[src/rtl/cpu_debugger_command.sv]
// Byte-serial host command engine driving the debugger port of the CPU memory arbiter.
// Optional inter-byte timeout is built only when CPU_DEBUGGER_TIMEOUT_EN is defined.
module cpu_debugger_command #(
  parameter int TIMEOUT_CYCLES = 1000000
) (
  input  logic        i_clk,
  input  logic        i_reset_n,
  input  logic        i_rx_valid,
  input  logic [7:0]  i_rx_data,
  output logic        o_rx_ready,
  output logic        o_tx_valid,
  output logic [7:0]  o_tx_data,
  input  logic        i_tx_ready,
  output logic        o_debugger_en,
  output logic        o_debugger_rw,
  output logic [15:0] o_debugger_address,
  output logic [7:0]  o_debugger_data,
  input  logic [7:0]  i_debugger_data,
  output logic        o_busy
);

  // state   | meaning
  // IDLE    | waiting for an opcode byte
  // ADDR_HI | waiting for address high byte
  // ADDR_LO | waiting for address low byte
  // COUNT   | waiting for byte count (0 = 256)
  // WR_DATA | waiting for the next write data byte
  // WR_MEM  | write strobe cycle
  // RD_MEM  | read strobe cycle
  // RD_WAIT | read data returned by the arbiter, captured at the closing edge
  // TX_DATA | presenting a read byte to the host
  // TX_RESP | presenting a one-byte response (ping, write ack, error)
  localparam logic [3:0] S_IDLE    = 4'd0;
  localparam logic [3:0] S_ADDR_HI = 4'd1;
  localparam logic [3:0] S_ADDR_LO = 4'd2;
  localparam logic [3:0] S_COUNT   = 4'd3;
  localparam logic [3:0] S_WR_DATA = 4'd4;
  localparam logic [3:0] S_WR_MEM  = 4'd5;
  localparam logic [3:0] S_RD_MEM  = 4'd6;
  localparam logic [3:0] S_RD_WAIT = 4'd7;
  localparam logic [3:0] S_TX_DATA = 4'd8;
  localparam logic [3:0] S_TX_RESP = 4'd9;

  localparam logic [7:0] RESP_PING  = 8'hA5;
  localparam logic [7:0] RESP_WRACK = 8'h01;
  localparam logic [7:0] RESP_ERR   = 8'hEE;

  logic [3:0]  state;
  logic        is_read;
  logic [15:0] addr;
  logic [8:0]  count;
  logic        operand_wait;
  logic        rx_fire;
  logic        tx_fire;
  logic        timeout_hit;

  assign operand_wait = (state == S_ADDR_HI) || (state == S_ADDR_LO) ||
                        (state == S_COUNT)   || (state == S_WR_DATA);
  // Gated by reset so every output reads 0 while reset is held.
  assign o_rx_ready   = i_reset_n && ((state == S_IDLE) || operand_wait);
  assign rx_fire      = i_rx_valid && o_rx_ready;
  assign tx_fire      = o_tx_valid && i_tx_ready;
  assign o_busy       = (state != S_IDLE);

`ifdef CPU_DEBUGGER_TIMEOUT_EN
  localparam int TW = $clog2(TIMEOUT_CYCLES) + 1;
  logic [TW-1:0] timeout_cnt;

  // Down-counter reloads on every accepted byte and outside operand states.
  always_ff @(posedge i_clk) begin
    if (!i_reset_n || !operand_wait || rx_fire) begin
      timeout_cnt <= TW'(TIMEOUT_CYCLES - 1);
    end else if (timeout_cnt != '0) begin
      timeout_cnt <= timeout_cnt - 1'b1;
    end
  end

  assign timeout_hit = operand_wait && !rx_fire && (timeout_cnt == '0);
`else
  logic unused_timeout_cfg;
  assign unused_timeout_cfg = (TIMEOUT_CYCLES > 0);
  assign timeout_hit        = 1'b0;
`endif

  always_ff @(posedge i_clk) begin
    if (!i_reset_n) begin
      state              <= S_IDLE;
      is_read            <= 1'b0;
      addr               <= '0;
      count              <= '0;
      o_tx_valid         <= 1'b0;
      o_tx_data          <= '0;
      o_debugger_en      <= 1'b0;
      o_debugger_rw      <= 1'b0;
      o_debugger_address <= '0;
      o_debugger_data    <= '0;
    end else begin
      o_debugger_en <= 1'b0;
      if (timeout_hit) begin
        state      <= S_TX_RESP;
        o_tx_valid <= 1'b1;
        o_tx_data  <= RESP_ERR;
      end else begin
        case (state)
          S_IDLE: if (rx_fire) begin
            case (i_rx_data)
              8'h00: begin
                state      <= S_TX_RESP;
                o_tx_valid <= 1'b1;
                o_tx_data  <= RESP_PING;
              end
              8'h01: begin
                is_read <= 1'b0;
                state   <= S_ADDR_HI;
              end
              8'h02: begin
                is_read <= 1'b1;
                state   <= S_ADDR_HI;
              end
              default: begin
                state      <= S_TX_RESP;
                o_tx_valid <= 1'b1;
                o_tx_data  <= RESP_ERR;
              end
            endcase
          end
          S_ADDR_HI: if (rx_fire) begin
            addr[15:8] <= i_rx_data;
            state      <= S_ADDR_LO;
          end
          S_ADDR_LO: if (rx_fire) begin
            addr[7:0] <= i_rx_data;
            state     <= S_COUNT;
          end
          S_COUNT: if (rx_fire) begin
            count <= (i_rx_data == 8'h00) ? 9'd256 : {1'b0, i_rx_data};
            if (is_read) begin
              state              <= S_RD_MEM;
              o_debugger_en      <= 1'b1;
              o_debugger_rw      <= 1'b1;
              o_debugger_address <= addr;
            end else begin
              state <= S_WR_DATA;
            end
          end
          S_WR_DATA: if (rx_fire) begin
            state              <= S_WR_MEM;
            o_debugger_en      <= 1'b1;
            o_debugger_rw      <= 1'b0;
            o_debugger_address <= addr;
            o_debugger_data    <= i_rx_data;
          end
          S_WR_MEM: begin
            addr  <= addr + 16'd1;
            count <= count - 9'd1;
            if (count == 9'd1) begin
              state      <= S_TX_RESP;
              o_tx_valid <= 1'b1;
              o_tx_data  <= RESP_WRACK;
            end else begin
              state <= S_WR_DATA;
            end
          end
          S_RD_MEM: begin
            addr  <= addr + 16'd1;
            count <= count - 9'd1;
            state <= S_RD_WAIT;
          end
          S_RD_WAIT: begin
            o_tx_valid <= 1'b1;
            o_tx_data  <= i_debugger_data;
            state      <= S_TX_DATA;
          end
          S_TX_DATA: if (tx_fire) begin
            o_tx_valid <= 1'b0;
            if (count == 9'd0) begin
              state <= S_IDLE;
            end else begin
              state              <= S_RD_MEM;
              o_debugger_en      <= 1'b1;
              o_debugger_rw      <= 1'b1;
              o_debugger_address <= addr;
            end
          end
          S_TX_RESP: if (tx_fire) begin
            o_tx_valid <= 1'b0;
            state      <= S_IDLE;
          end
          default: state <= S_IDLE;
        endcase
      end
    end
  end

endmodule

[config.mk]
export PLATFORM = sky130hd
export DESIGN_NAME = cpu_debugger_command
export DESIGN_NICKNAME = d
export VERILOG_FILES = /design/src/rtl/cpu_debugger_command.sv
export SDC_FILE = /design/constraint.sdc
export NUM_CORES = 1
export LEC_CHECK = 0
export ABC_AREA = 1
export ABC_CLOCK_PERIOD_IN_PS = 1800
export BUFFER_PORTS_ARGS = -buffer_cell sky130_fd_sc_hd__clkbuf_2
export CORE_MARGIN = 5
export CORE_UTILIZATION = 56
export CTS_CLUSTER_SIZE = 12
export DETAILED_ROUTE_END_ITERATION = 10
export PLACE_DENSITY = 0.89
export SLEW_MARGIN = 20
export SYNTH_ARGS = -nofsm -noshare
export SYNTH_HDL_FRONTEND = slang
export SYNTH_SLANG_ARGS = --single-unit
[constraint.sdc]
create_clock -name i_clk -period 1.8 [get_ports i_clk]
set_input_delay 0.36 -clock i_clk [delete_from_list [all_inputs] [get_ports i_clk]]
set_output_delay 0.36 -clock i_clk [all_outputs]
set_load 0.005 [all_outputs]
==> impl_metrics.ini <==
[layout]
drive_gt1_share_pct = 18.14
final_cell_count_no_fill = 698
antenna_cells = 0
area_growth_syn_to_layout_pct = 19.66
fin_util_pct = 69.53
fin_nets = 642
design_area_sq_mm = 0.004165

[setup_path]
critPathLaunch = state[1]
crit_path_end = o_busy
slowest_stage = dfxtp_1
arrival_ns = 1.37
cp-start-kind = flip-flop
path_cells = inv_1 > nand2_1 > nor2_1 > inv_1 > clkbuf_2
cp_common_cell = inv_1
cpPeakStageDelay_ns = 0.46
r2r-end = o_debugger_address[15]
critPathRequiredTime_ns = 1.44
r2r_setup_slack_ns = 0.09
timing.rr.start = count[0]
worst_setup_path_end_kind = output port
worst_r2r_path_depth = 9
cp_max_fo = 5
critPathKind = reg -> out

[die]
ios = 57
fp.dieArea_sq_mm = 0.007893
die_x_microns = 88.84
die_h_microns = 88.84
rows = 28
start_util_pct = 58.10
core-area_sq_mm = 0.005991

[placed_design]
place_area_sq_mm = 0.003906
place.gp.congestion = 0.9185
hpwl_microns = 6922
numPlacedInstances = 681
io_buffers = 56
dp_slack_ns = 0.03393

[cts]
insertion_delay_ns = 0.36
cts_buffers = 9
cts_setup_buffers = 0
cts_max_path_buffers = 2
cts_root_buffer = clkbuf_8
ctsResizeCount = 0
holdBufCountCts = 0
cts_tree = yes
clk_pin_slew_ns = 0.07
cts.sinks = 65
h-tree-depth = 3

[drt]
drc_errors = 0
drt_wl_total_microns = 9659
wl_per_cell_microns = 13.84
ant_nets = 0
drt_iter0_markers = 247
viasPerCell = 5.590
firstDrtPassIters = 5
vias = 3902

[sta]
finalHoldViolCount = 0
slew_headroom_pct = 65.45
finalMaxSlewViolations = 0
fin_skew_ns = 0.008231
setup_slack_ns = 0.06706
worst_slew_pin_slew_ns = 0.5143
rsz0062_at_grt = yes
fin_crit_ns = 1.733
fin_crit_sh_pct = 96.27
setup_viol = 0
max_freq_ghz = 0.5771

[pwr]
leakagePower_nw = 1.948
ir_worst_vdd_v = 0.0009003
total_power_mw = 4.979
p_per_area_mw_per_mm2 = 1195

[synthesis]
ys_types = 33
synth-seq-cells = 65
syn_nets = 572
netlist_instances = 548
yosysSeqAreaShare_pct = 37.38
avgSynthCellArea_sq_um = 6.352
yosys_warnings = 0
syn-cell-area_sq_mm = 0.003481

[grt]
grt_max_degree = 29
grt_first_pass_wirelength_microns = 16040
grt_usage_pct = 25.81
antenna_found_initial = 0
gr-total-overflow = 0
grt_pass1_vias = 3672

[run_status]
status = finished clean

[min_path]
hold_class = in -> reg

[run]
drv_cap = 0
## worst min-delay path by stage
stage,from,endpoint,slack [ns],depth (start not counted)
after CTS,i_debugger_data[4],o_tx_data[4],0.24,3
final,i_debugger_data[4],o_tx_data[4],0.25,3
after floorplan,o_debugger_rw,o_debugger_rw,0.45,2
after detailed placement,o_debugger_rw,o_debugger_rw,0.45,2
after global placement,o_tx_data[4],o_tx_data[4],0.45,2
after global routing,i_debugger_data[4],o_tx_data[4],0.25,3
## per-stage QoR
step                      hold WS, ns  setup TNS [ns]
after CTS                      0.2387               0
after global placement         0.4479               0
final                          0.2458               0
after detailed placement       0.4518               0
after global routing           0.2489        -0.03134
after floorplan                0.4511               0
## logic make-up after synthesis
logic type / count (synthesis) / share of synthesized area [%]
flip-flops: 65 / 37.38
AO/OA/AOI/OAI: 93 / 14.41
adder cells (fa/ha/maj): 4 / 1.438
AND/OR/NAND/NOR: 316 / 37.85
XOR/XNOR: 4 / 1.007
buffers and inverters: 66 / 7.908
## worst max-delay path: cells and delay by family, from the launching register on
| kind | cells | cell delay, ns |
|---|---|---|
| AND/OR/NAND/NOR | 2 | 0.20 |
| flip-flops | 1 | 0.46 |
| buffers and inverters | 3 | 0.35 |
## final cells by class
class                      count  area (sq um)
inverter                      49         186.4
multi-input combinational    418          1959
fill                         512          1826
clock buffer                  12         145.1
clock inverter                 4         52.55
timing repair buffer          75         422.9
tap                           75         93.84
sequential                    65          1305
## flip-flops by register name (all words and copies together) (netlist names)
name	cells
addr	16
count	9
is_read	1
o_debugger_address	16
o_debugger_data	8
o_debugger_en	1
o_debugger_rw	1
o_tx_data	8
o_tx_valid	1
state	4
## cells in the final DEF (no fill, tap or decap), drive strengths merged, types with 2 or more instances in the layout
cell type / netlist / layout
buf: 11 / 19
inv: 49 / 49
nor2: 112 / 112
nand3: 42 / 42
clkbuf: 6 / 68
clkinv: 0 / 3
a21oi: 34 / 34
nand2: 137 / 138
a22oi: 3 / 3
ha: 4 / 4
nand4: 15 / 15
xnor2: 3 / 3
dfxtp: 65 / 65
or2: 2 / 2
o21bai: 2 / 2
nor3: 8 / 8
o21ai: 50 / 50
## cell usage after synthesis, drive strengths merged
master,n,share of area [%]
a211oi,1,0.22
a21boi,1,0.22
a21oi,34,4.9
a22oi,3,0.65
a31oi,1,0.18
buf,11,2.0
clkbuf,6,0.65
dfxtp,65,37
ha,4,1.4
inv,49,5.3
nand2,137,15
nand3,42,6.0
nand4,15,2.9
nor2,112,12
nor3,8,1.2
o211ai,1,0.22
o21ai,50,7.6
o21bai,2,0.43
or2,2,0.36
xnor2,3,0.75
xor2,1,0.25
## per-layer routing
metal  vias up  GRT usage [%]  part of all wire, %
li1       1923              -                    -
met1      1773          31.70                   41
met2       178          42.17                   48
met3        28          7.076                  8.7
met4         0          11.40                  2.3
met5         -              0                    0
## power breakdown
group / switching, mW / internal (mW) / total, mW
Clock: 0.583 / 0.681 / 1.26
Sequential: 0.234 / 1.68 / 1.91
Combinational: 1.16 / 0.638 / 1.80
No activity file was read; power rests on OpenSTA's default activity.
